[config.mk]
export PLATFORM = sky130hd
export DESIGN_NAME = rf_write_queue_flat
export DESIGN_NICKNAME = d
export VERILOG_FILES = /design/src/rtl/rf_wq_pkg.sv /design/src/rtl/rf_write_queue_if.sv /design/src/rtl/rf_wq_bypass.sv /design/src/rtl/rf_write_queue.sv /design/src/flat_wrapper.sv
export SDC_FILE = /design/constraint.sdc
export NUM_CORES = 1
export LEC_CHECK = 0
export ABC_AREA = 1
export BUFFER_PORTS_ARGS = -buffer_cell sky130_fd_sc_hd__buf_4
export CAP_MARGIN = 20
export CELL_PAD_IN_SITES_DETAIL_PLACEMENT = 1
export CELL_PAD_IN_SITES_GLOBAL_PLACEMENT = 2
export CORE_MARGIN = 2
export CORE_UTILIZATION = 31
export DETAILED_ROUTE_END_ITERATION = 10
export PLACE_DENSITY_LB_ADDON = 0.1
export SLEW_MARGIN = 40
export SYNTH_ARGS = -nofsm -noshare
export SYNTH_HDL_FRONTEND = slang
export SYNTH_SLANG_ARGS = --single-unit
export TNS_END_PERCENT = 10
[constraint.sdc]
create_clock -name clk -period 8.08 [get_ports clk]
set_input_delay 0.808 -clock clk [delete_from_list [all_inputs] [get_ports clk]]
set_output_delay 0.808 -clock clk [all_outputs]
set_load 0.01 [all_outputs]
[src/rtl/rf_wq_pkg.sv]
// Shared types for the register-file write queue.
// Entries carry up to RF_ADDR_W address bits; narrower addresses are zero-extended.
package rf_wq_pkg;

    localparam int RF_DATA_W = 32;
    localparam int RF_ADDR_W = 6;

    typedef struct packed {
        logic [RF_ADDR_W-1:0] addr;
        logic [RF_DATA_W-1:0] data;
    } rf_wq_entry_t;

endpackage

[src/rtl/rf_write_queue_if.sv]
// Producer handshakes, decode read/bypass lines and register-file write port of the write queue.
interface rf_write_queue_if
    import rf_wq_pkg::*;
#(
    parameter int addr_width_p = RF_ADDR_W,
    parameter int depth_p      = 4
);

    logic                    ld_v_i;
    logic [addr_width_p-1:0] ld_addr_i;
    logic [RF_DATA_W-1:0]    ld_data_i;
    logic                    ld_ready_o;

    logic                    alu_v_i;
    logic [addr_width_p-1:0] alu_addr_i;
    logic [RF_DATA_W-1:0]    alu_data_i;
    logic                    alu_ready_o;

    logic [addr_width_p-1:0] rs_addr_i;
    logic [addr_width_p-1:0] rd_addr_i;
    logic [RF_DATA_W-1:0]    rf_rs_val_i;
    logic [RF_DATA_W-1:0]    rf_rd_val_i;
    logic [RF_DATA_W-1:0]    rs_val_o;
    logic [RF_DATA_W-1:0]    rd_val_o;

    logic                    wen_o;
    logic [RF_DATA_W-1:0]    wa_o;
    logic [RF_DATA_W-1:0]    write_data_o;
    logic [$clog2(depth_p):0] count_o;

    modport master (
        output ld_v_i, ld_addr_i, ld_data_i,
        output alu_v_i, alu_addr_i, alu_data_i,
        output rs_addr_i, rd_addr_i, rf_rs_val_i, rf_rd_val_i,
        input  ld_ready_o, alu_ready_o, rs_val_o, rd_val_o,
        input  wen_o, wa_o, write_data_o, count_o
    );

    modport slave (
        input  ld_v_i, ld_addr_i, ld_data_i,
        input  alu_v_i, alu_addr_i, alu_data_i,
        input  rs_addr_i, rd_addr_i, rf_rs_val_i, rf_rd_val_i,
        output ld_ready_o, alu_ready_o, rs_val_o, rd_val_o,
        output wen_o, wa_o, write_data_o, count_o
    );

endinterface

[src/rtl/rf_wq_bypass.sv]
// Newest-match search over the queued writes for one read address;
// falls back to the raw register-file value when nothing pending matches.
module rf_wq_bypass
    import rf_wq_pkg::*;
#(
    parameter int depth_p = 4
) (
    input  rf_wq_entry_t           i_entries [depth_p],
    input  logic [$clog2(depth_p)-1:0] i_head,
    input  logic [$clog2(depth_p):0]   i_count,
    input  logic [RF_ADDR_W-1:0]   i_addr,
    input  logic [RF_DATA_W-1:0]   i_rf_val,
    output logic [RF_DATA_W-1:0]   o_val
);

    localparam int PTR_W = $clog2(depth_p);

    logic [PTR_W-1:0] w_idx;

    // Walk oldest to newest so the last match, i.e. the newest one, wins.
    always_comb begin
        o_val = i_rf_val;
        w_idx = i_head;
        for (int unsigned i = 0; i < depth_p; i++) begin
            w_idx = i_head + PTR_W'(i);
            if ((i < 32'(i_count)) && (i_entries[w_idx].addr == i_addr)) begin
                o_val = i_entries[w_idx].data;
            end
        end
    end

endmodule

[src/rtl/rf_write_queue.sv]
// Two-producer ordered write queue in front of the register file's single write port,
// draining one entry per cycle and bypassing pending writes to the decode read ports.
module rf_write_queue
    import rf_wq_pkg::*;
#(
    parameter int addr_width_p = RF_ADDR_W,
    parameter int depth_p      = 4
) (
    input  logic             clk,
    input  logic             reset_n_i,
    rf_write_queue_if.slave  bus
);

    localparam int PTR_W = $clog2(depth_p);
    localparam int CNT_W = PTR_W + 1;

    if (addr_width_p > RF_ADDR_W || depth_p < 2 || (depth_p & (depth_p - 1)) != 0) begin : g_bad_cfg
        $error("rf_write_queue: unsupported addr_width_p/depth_p");
    end

    rf_wq_entry_t     r_mem [depth_p];
    logic [PTR_W-1:0] r_head;
    logic [PTR_W-1:0] r_tail;
    logic [CNT_W-1:0] r_count;

    logic             w_drain;
    logic [CNT_W-1:0] w_free;
    logic             w_acc_ld;
    logic             w_acc_alu;
    logic [PTR_W-1:0] w_alu_slot;
    rf_wq_entry_t     w_ld_ent;
    rf_wq_entry_t     w_alu_ent;
    rf_wq_entry_t     w_head_ent;
    logic [RF_ADDR_W-1:0] w_rs_addr;
    logic [RF_ADDR_W-1:0] w_rd_addr;

    // The head retiring this cycle frees its slot for an incoming request.
    assign w_drain = (r_count != '0);
    assign w_free  = CNT_W'(depth_p) - r_count + CNT_W'(w_drain);

    assign bus.ld_ready_o  = (w_free >= CNT_W'(1));
    assign bus.alu_ready_o = (w_free >= CNT_W'(2)) || ((w_free == CNT_W'(1)) && !bus.ld_v_i);

    assign w_acc_ld   = bus.ld_v_i && bus.ld_ready_o;
    assign w_acc_alu  = bus.alu_v_i && bus.alu_ready_o;
    assign w_alu_slot = r_tail + PTR_W'(w_acc_ld);

    always_comb begin
        w_ld_ent       = '0;
        w_ld_ent.addr  = RF_ADDR_W'(bus.ld_addr_i);
        w_ld_ent.data  = bus.ld_data_i;
        w_alu_ent      = '0;
        w_alu_ent.addr = RF_ADDR_W'(bus.alu_addr_i);
        w_alu_ent.data = bus.alu_data_i;
    end

    always_ff @(posedge clk or negedge reset_n_i) begin
        if (!reset_n_i) begin
            r_head  <= '0;
            r_tail  <= '0;
            r_count <= '0;
        end else begin
            r_head  <= r_head + PTR_W'(w_drain);
            r_tail  <= r_tail + PTR_W'(w_acc_ld) + PTR_W'(w_acc_alu);
            r_count <= r_count + CNT_W'(w_acc_ld) + CNT_W'(w_acc_alu) - CNT_W'(w_drain);
        end
    end

    // Storage needs no reset: slots are only observed while counted as occupied.
    always_ff @(posedge clk) begin
        if (w_acc_ld) begin
            r_mem[r_tail] <= w_ld_ent;
        end
        if (w_acc_alu) begin
            r_mem[w_alu_slot] <= w_alu_ent;
        end
    end

    assign w_head_ent       = r_mem[r_head];
    assign bus.wen_o        = w_drain;
    assign bus.wa_o         = w_drain ? RF_DATA_W'(w_head_ent.addr) : '0;
    assign bus.write_data_o = w_drain ? w_head_ent.data : '0;
    assign bus.count_o      = r_count;

    assign w_rs_addr = RF_ADDR_W'(bus.rs_addr_i);
    assign w_rd_addr = RF_ADDR_W'(bus.rd_addr_i);

    rf_wq_bypass #(.depth_p(depth_p)) u_rs_bypass (
        .i_entries (r_mem),
        .i_head    (r_head),
        .i_count   (r_count),
        .i_addr    (w_rs_addr),
        .i_rf_val  (bus.rf_rs_val_i),
        .o_val     (bus.rs_val_o)
    );

    rf_wq_bypass #(.depth_p(depth_p)) u_rd_bypass (
        .i_entries (r_mem),
        .i_head    (r_head),
        .i_count   (r_count),
        .i_addr    (w_rd_addr),
        .i_rf_val  (bus.rf_rd_val_i),
        .o_val     (bus.rd_val_o)
    );

endmodule

[src/flat_wrapper.sv]
// flat-port wrapper written by rule: the top's interface ports become plain ports
module rf_write_queue_flat import rf_wq_pkg::*;
#(
    parameter int addr_width_p = RF_ADDR_W,
    parameter int depth_p      = 4
)
  (clk, reset_n_i, bus_ld_v_i, bus_ld_addr_i, bus_ld_data_i, bus_alu_v_i, bus_alu_addr_i, bus_alu_data_i, bus_rs_addr_i, bus_rd_addr_i, bus_rf_rs_val_i, bus_rf_rd_val_i, bus_ld_ready_o, bus_alu_ready_o, bus_rs_val_o, bus_rd_val_o, bus_wen_o, bus_wa_o, bus_write_data_o, bus_count_o);
  rf_write_queue_if #(.addr_width_p(addr_width_p), .depth_p(depth_p)) bus_i ();
  input  logic clk;
  input  logic reset_n_i;
  input wire logic [$bits(bus_i.ld_v_i)-1:0] bus_ld_v_i;
  input wire logic [$bits(bus_i.ld_addr_i)-1:0] bus_ld_addr_i;
  input wire logic [$bits(bus_i.ld_data_i)-1:0] bus_ld_data_i;
  input wire logic [$bits(bus_i.alu_v_i)-1:0] bus_alu_v_i;
  input wire logic [$bits(bus_i.alu_addr_i)-1:0] bus_alu_addr_i;
  input wire logic [$bits(bus_i.alu_data_i)-1:0] bus_alu_data_i;
  input wire logic [$bits(bus_i.rs_addr_i)-1:0] bus_rs_addr_i;
  input wire logic [$bits(bus_i.rd_addr_i)-1:0] bus_rd_addr_i;
  input wire logic [$bits(bus_i.rf_rs_val_i)-1:0] bus_rf_rs_val_i;
  input wire logic [$bits(bus_i.rf_rd_val_i)-1:0] bus_rf_rd_val_i;
  output wire logic [$bits(bus_i.ld_ready_o)-1:0] bus_ld_ready_o;
  output wire logic [$bits(bus_i.alu_ready_o)-1:0] bus_alu_ready_o;
  output wire logic [$bits(bus_i.rs_val_o)-1:0] bus_rs_val_o;
  output wire logic [$bits(bus_i.rd_val_o)-1:0] bus_rd_val_o;
  output wire logic [$bits(bus_i.wen_o)-1:0] bus_wen_o;
  output wire logic [$bits(bus_i.wa_o)-1:0] bus_wa_o;
  output wire logic [$bits(bus_i.write_data_o)-1:0] bus_write_data_o;
  output wire logic [$bits(bus_i.count_o)-1:0] bus_count_o;
  assign bus_i.ld_v_i = bus_ld_v_i;
  assign bus_i.ld_addr_i = bus_ld_addr_i;
  assign bus_i.ld_data_i = bus_ld_data_i;
  assign bus_i.alu_v_i = bus_alu_v_i;
  assign bus_i.alu_addr_i = bus_alu_addr_i;
  assign bus_i.alu_data_i = bus_alu_data_i;
  assign bus_i.rs_addr_i = bus_rs_addr_i;
  assign bus_i.rd_addr_i = bus_rd_addr_i;
  assign bus_i.rf_rs_val_i = bus_rf_rs_val_i;
  assign bus_i.rf_rd_val_i = bus_rf_rd_val_i;
  assign bus_ld_ready_o = bus_i.ld_ready_o;
  assign bus_alu_ready_o = bus_i.alu_ready_o;
  assign bus_rs_val_o = bus_i.rs_val_o;
  assign bus_rd_val_o = bus_i.rd_val_o;
  assign bus_wen_o = bus_i.wen_o;
  assign bus_wa_o = bus_i.wa_o;
  assign bus_write_data_o = bus_i.write_data_o;
  assign bus_count_o = bus_i.count_o;
  rf_write_queue #(.addr_width_p(addr_width_p), .depth_p(depth_p)) u_core (.clk(clk), .reset_n_i(reset_n_i), .bus(bus_i));
endmodule
; ---- Yosys cells after proc, flatten, opt, wreduce, memory -nomap -nowiden
; Cells that the tools add are included.
[totals]
register_bits = 159
elab_cells = 97
[classes]
addsub = 11
n_lt_le_gt_ge = 14
eq_ne = 9
n_mux = 30
n_bitwise = 6
n_reduce_logical = 16
[ops]
columns = operator, n
row1 = $mux W38, 10
row2 = $bmux W38 S2, 4
row3 = $bwmux W152, 2
row4 = $mux W152, 2
row5 = $mux W32, 9
row6 = $demux W38 S2, 2
row7 = $eq A6 B6 Y1, 8
row8 = $ge A3 B3 Y1 const B, 6
row9 = $not A2 Y3, 6
row10 = $logic_and A1 B1 Y1, 13
row11 = $add A3 B1 Y3, 3
row12 = $add A2 B1 Y2, 3
row13 = $lt A1 B3 Y1 const A, 2
row14 = $lt A2 B3 Y1 const A, 2
row15 = $lt A3 B1 Y1 const B, 2
row16 = $mux W6, 1
row17 = $add A2 B2 Y2 const B, 2
row18 = $eq A3 B1 Y1 const B, 1
row19 = $ge A3 B1 Y1 const B, 1
row20 = $ge A3 B2 Y1 const B, 1
row21 = $reduce_bool A3 Y1, 1
row22 = $sub A3 B1 Y3, 1
row23 = $sub A3 B3 Y3 const A, 1
row24 = $add A2 B1 Y2 const B, 1
row25 = other kinds (2), 2

; ---- Logic depth before layout (Yosys ltp)
[depth]
depth_word = 12
mapped_depth = 18
depth_no_buf = 15

; ---- By module
; A second synthesis with hierarchy kept.
[hier_totals]
cells_unflattened = 4640
hier_area_um2 = 23053.4
[modules_own_cells]
columns = mod, instances, cells_each, area_each_um2, seq_area_each_um2
row1 = rf_wq_bypass, 2, 1338, 5939.4, 0.0
row2 = rf_write_queue, 1, 1964, 11174.5, 3218.1

; ---- Worst setup path after synthesis
; OpenSTA, ideal clock, no wires.
[synth_path]
kind = reg-to-reg
from = register u_core.r_count[0], in the netlist u_core.bus.count_o[0]
to = register u_core.r_mem[28] (netlist name)
setup_ps = 126
arrival_time_ps = 3209
t_required_ps = 7954
setup_slack_ps = 4746
path_stages_with_launch = 18
path_buffers = 3
synth_period_minus_slack_ps = 3334
path_cell_list = dfrtp_1 > nor3_1 > clkbuf_1 > ha_1 > inv_1 > ha_1 > xor2_1 > nor2_1 > nand2_1 > nand2_1 > inv_1 > ha_1 > xnor2_1 > inv_1 > nand3_1 > buf_2 > clkbuf_1 > o21ai_0
[synth_via]
elab_chain_len = 12
[synth_rtl]
columns = item, line
row1 = "start, declared", rf_write_queue.sv:24  ; logic [CNT_W-1:0] r_count;
row2 = "start signal, assigned", rf_write_queue.sv:65  ; r_count <= r_count + CNT_W'(w_acc_ld) + CNT_W'(w_acc_alu) - CNT_W'(w_drain);
row3 = $sub A3 B3 Y3 or $reduce_bool A3 Y1 (tied branches), "rf_write_queue.sv:39, rf_write_queue.sv:38"
row4 = $add A3 B1 Y3 (*), rf_write_queue.sv:39  ; assign w_free = CNT_W'(depth_p) - r_count + CNT_W'(w_drain);
row5 = $ge A3 B1 Y1 (*), rf_write_queue.sv:41  ; assign bus.ld_ready_o = (w_free >= CNT_W'(1));
row6 = named net bus_ld_ready_o, flat_wrapper.sv:21  ; output wire logic [$bits(bus_i.ld_ready_o)-1:0] bus_ld_ready_o;
row7 = $logic_and A1 B1 Y1 (*), rf_write_queue.sv:44  ; assign w_acc_ld = bus.ld_v_i && bus.ld_ready_o;
row8 = $add A2 B1 Y2, rf_write_queue.sv:46  ; assign w_alu_slot = r_tail + PTR_W'(w_acc_ld);
row9 = $not A2 Y3 (implied by the code), rf_write_queue.sv:75  ; r_mem[w_alu_slot] <= w_alu_ent;
row10 = $ge A3 B3 Y1 (implied by the code) or $lt A3 B1 Y1 (tied branches), rf_write_queue.sv:75
row11 = $logic_and A1 B1 Y1 (implied by the code), rf_write_queue.sv:75
row12 = $mux W38 (implied by the code), rf_write_queue.sv:75
row13 = $demux W38 S2, rf_write_queue.sv:75
row14 = $bwmux W152, rf_write_queue.sv:75
row15 = $mux W152 (*), rf_write_queue.sv:74  ; if (w_acc_alu) begin
row16 = "end signal, assigned by index", rf_write_queue.sv:72  ; r_mem[r_tail] <= w_ld_ent;
row17 = "end signal, assigned by index", rf_write_queue.sv:75
row18 = "end, declared", rf_write_queue.sv:21  ; rf_wq_entry_t r_mem [depth_p];
; The timed path passes the listed nets; every way through them passes the cells marked *.

; ---- Final worst setup path
[layout_path]
from = register u_core.r_head[0]
to = output port bus_rs_val_o[16]
[layout_via]
elab_chain_len = 10
[layout_rtl]
columns = item, line
row1 = "start, declared", rf_write_queue.sv:22  ; logic [PTR_W-1:0] r_head;
row2 = "start signal, assigned", rf_write_queue.sv:63  ; r_head <= r_head + PTR_W'(w_drain);
row3 = $add A2 B1 Y2 or $not A2 Y3 (tied branches), "rf_wq_bypass.sv:25, rf_wq_bypass.sv:26, rf_wq_bypass.sv:27"
row4 = $not A2 Y3 (implied by the code) or $bmux W38 S2 (tied branches), "rf_wq_bypass.sv:26, rf_wq_bypass.sv:27"
row5 = $bmux W38 S2 or $mux W38 (tied branches), "rf_wq_bypass.sv:26, rf_wq_bypass.sv:27"
row6 = $mux W38 (implied by the code), rf_wq_bypass.sv:27  ; o_val = i_entries[w_idx].data;
row7 = $mux W38 (implied by the code) or $eq A6 B6 Y1 (tied branches), "rf_wq_bypass.sv:27, rf_wq_bypass.sv:26"
row8 = $eq A6 B6 Y1 or $logic_and A1 B1 Y1 (tied branches), rf_wq_bypass.sv:26  ; if ((i < 32'(i_count)) && (i_entries[w_idx].addr == i_addr)) begin
row9 = $logic_and A1 B1 Y1 or $mux W32 (tied branches), rf_wq_bypass.sv:26
row10 = $mux W32 (2 in series), rf_wq_bypass.sv:26
row11 = $mux W32 (*), rf_wq_bypass.sv:26
row12 = "end, declared", flat_wrapper.sv:23  ; output wire logic [$bits(bus_i.rs_val_o)-1:0] bus_rs_val_o;
; Every way passes the cells marked *; elsewhere a longest branch is shown, timed or not. The select of a mux whose other input is x is not followed.

==> impl_results.md <==
* Synth Cell Area at roughly 15,000 um2
* Final setup vio count at 0
* End point of the critical path: bus_rs_val_o[16]
* Status: finished, final reports clean
* Syn Inst Count at 2,784
* Layout cells sized above 1 at 0.125
* Top cell by count, worst path: nand2_1
* Ant. Diodes at 0
* Critical Path Start: u_core.r_head[0]
* Setup WS post-layout at around 2.1 ns
* Die Area at 51,200 um2
* Total Power at between 9 and 10 mW
* WL per Instance at 21.1 um
* Root Driver: clkbuf_16
* Pwr/cell area at 544 nW/um2
* Worst vdd ir at approximately 0.53 mV
* Clock Latency Late Sink at 0.43 ns
* Die width at 226 um
* Cells along the critical path: buf_6, nand2_1, nand3_1, nand2_1, nand2_1, nand2_1, nor2_2, nand2_2, nor2_4, nand2_1, nand3_1, nand2_1, nand2_1, nand2_1, buf_4
* Setup crit end kind: output port
* CTS tree: yes
* DRC errors left at 0
* Post-CTS setup buffers at 0
* Critical Path Max Stage Delay at approximately 0.76 ns
* Cts repair resizes at 0
* Largest net degree at the start of global routing at 109
* Total iterations of the first detailed-routing run at 6
* Crit Path Class: reg2out
* Synth Register Bits at 159
* Rel. slew slack at 0.360
* Antenna Nets Post-Route at 0
* Clock slew at reported path FFs at roughly 0.070 ns
* Clk buf depth at 2
* Total congestion overflow at 0
* Share of flip-flops with an asynchronous set or reset at 0.0440
* Vias in the first global route at 17,600
* Critical Path RT at 7.27 ns
* I/O pin count at 290
* Via density per instance at 5.30
* Die H at 226 um
* First-pass GRT wire length at about 110,000 um
* Clk sinks at 159
* Final Non-Filler Cells at 3,570
* DPL Wire Length at 57,300 um
* Slew Limit Fails at 0
* Gr usage total at 0.287
* Maxcap violations at 0
* Startpoint Class: register
* Final TNS setup at 0 ns
* Worst r2r dst: u_core.r_mem[49]
* Total Wirelength at 75,300 um
* Port bufs at 263
* Leakage power at 9.06 nW
* Final nets at a little over 3,000
* DP Worst Slack at 2.35 ns
* Max Clock Skew at 0.00835 ns
* DRT iter0 DRCs at 1,768
* Worst Tran Pin Value at 0.951 ns
* EDFF count, synth at 0
* Seq/Total Area, Yosys at 0.210
* Depth of the most critical reg-to-reg path at 16
* Final min period at 5.95 ns
* Ys Warns at 0
* DR vias at around 19,000
* R2R Setup Slk at 4.25 ns
* Post-Place Cells at 3,538
* Fin crit share at 0.737
* FP Rows at 81
* Max Fanout on Critical Path at 108
* Maximum clock rate at about 0.17 GHz
* Hold Slack at 0.189 ns
* Syn-to-layout area delta at 18.3%
* Mean post-synth cell area at 5.50 um2
* Yosys cell types at 37
* CP arrival at ~5 ns
* Reg-to-Reg Start: u_core.bus.count_o[0]
* Core box area at 48,800 um2
* Initial antenna violation count at 0
* Gpl congestion at 0.919
* # H-tree levels at 4
* CTS Hold Bufs at 0
* Initial Util at 0.314
* Final Hold Viols at 0
* CTS Buf Count at 17
* RSZ-0062 raised after global routing: false
* HP Class: in2async
* Post-synth top flop: dfxtp_1
* Slowest cell on crit path: dfrtp_4
-- flip-flops by register name, indices dropped and copies added (netlist names) --
register            count
u_core.r_mem          152
u_core.bus.count_o      3
u_core.r_head           2
u_core.r_tail           2
-- metrics by stage --
stage,utilization,cell area [um2]
after floorplan,-,15400
after global placement,0.355,17400
after detailed placement,0.356,17400
after CTS,0.370,18100
after global routing,0.371,18100
final,0.371,18100
-- worst max-delay path, delay by kind of cell (launching register included) --
| kind | cells | cell delay (ns) |
|---|---|---|
| DFF | 1 | 0.76 |
| buffers and inverters | 2 | 0.75 |
| and+or+nand+nor | 13 | 3.11 |
-- power breakdown --
group	internal [mW]	switching, mW	total [mW]	leakage [nW]
sequential	1.26	0.481	1.74	1.36
clock	0.604	0.332	0.936	0.328
combinational	2.09	5.08	7.17	7.37
-- kinds of logic (layout without fill, tap and decap cells) --
| family | count (synthesis) | in the layout | share of synthesized area |
|---|---|---|---|
| buffers and inverters | 615 | 712 | 0.168 |
| DFF | 159 | 159 | 0.210 |
| xor gates and xnor gates | 13 | 13 | 0.00743 |
| AOI/OAI and AO/OA | 617 | 617 | 0.233 |
| and+or+nand+nor | 1369 | 1369 | 0.372 |
| adders and majority gates | 10 | 10 | 0.00915 |
| other | 1 | 26 | 0.000245 |
-- layout make-up --
type                    count  area, um2
fillers                  6742      30700
multi-input cells        2035       9670
flip-flops and latches    159       3220
repair buffers            294       2250
inverters                 387       1460
well taps                 664        831
clock buffers              21        472
clock inverters            10        206
-- layout by cell type, fill, tap and decap left out, types with 2 or more instances in the layout --
cell type	n
nor2_4	4
nand3_4	2
clkinv_2	2
xor2_1	10
nand3_2	8
nand2_2	3
nand2_1	942
nor2_2	6
inv_2	2
inv_1	384
dfxtp_1	152
conb_1	26
nor3_2	5
nand3_1	234
bufinv_16	6
nor2_1	111
o211ai_1	152
fa_1	2
o21ai_1	45
clkbuf_1	2
ha_1	8
o21bai_1	32
nand4_1	47
buf_6	5
nor3_4	3
o21ai_0	379
dfrtp_1	5
buf_4	287
o21ai_2	3
xnor2_1	3
a21oi_1	4
clkbuf_16	19
-- Yosys cell counts (32+ instances only) --
library cell	instances	area, um2
nand3_1	238	1190
dfxtp_1	152	3040
o21ai_0	385	1930
o21bai_1	32	240
o211ai_1	152	1140
nor2_1	111	417
buf_2	94	470
nand4_1	47	294
nand2_1	942	3540
buf_4	32	240
inv_1	384	1440
clkbuf_1	87	327
o21ai_1	39	195
-- per-layer routing --
| metal | vias up | global-route usage | wire, um |
|---|---|---|---|
| met3 | 39 | 0.0380 | 4960 |
| met1 | 9195 | 0.478 | 40800 |
| li1 | 9098 | - | - |
| met5 | - | 0 | 0 |
| met4 | 0 | 0.0429 | 699 |
| met2 | 602 | 0.383 | 28800 |
-- worst min-delay path by stage --
stage	endpoint	slack, ns	depth (start not counted)
floorplan	u_core.r_mem[100]	0.48	2
global placement	u_core.r_mem[25]	0.49	2
detailed placement	u_core.r_mem[13]	0.50	2
CTS	u_core.r_head[0]	0.17	1
global route	u_core.r_head[0]	0.17	1
finish	u_core.bus.count_o[2]	0.19	1
(Power assumes the default switching activity.)
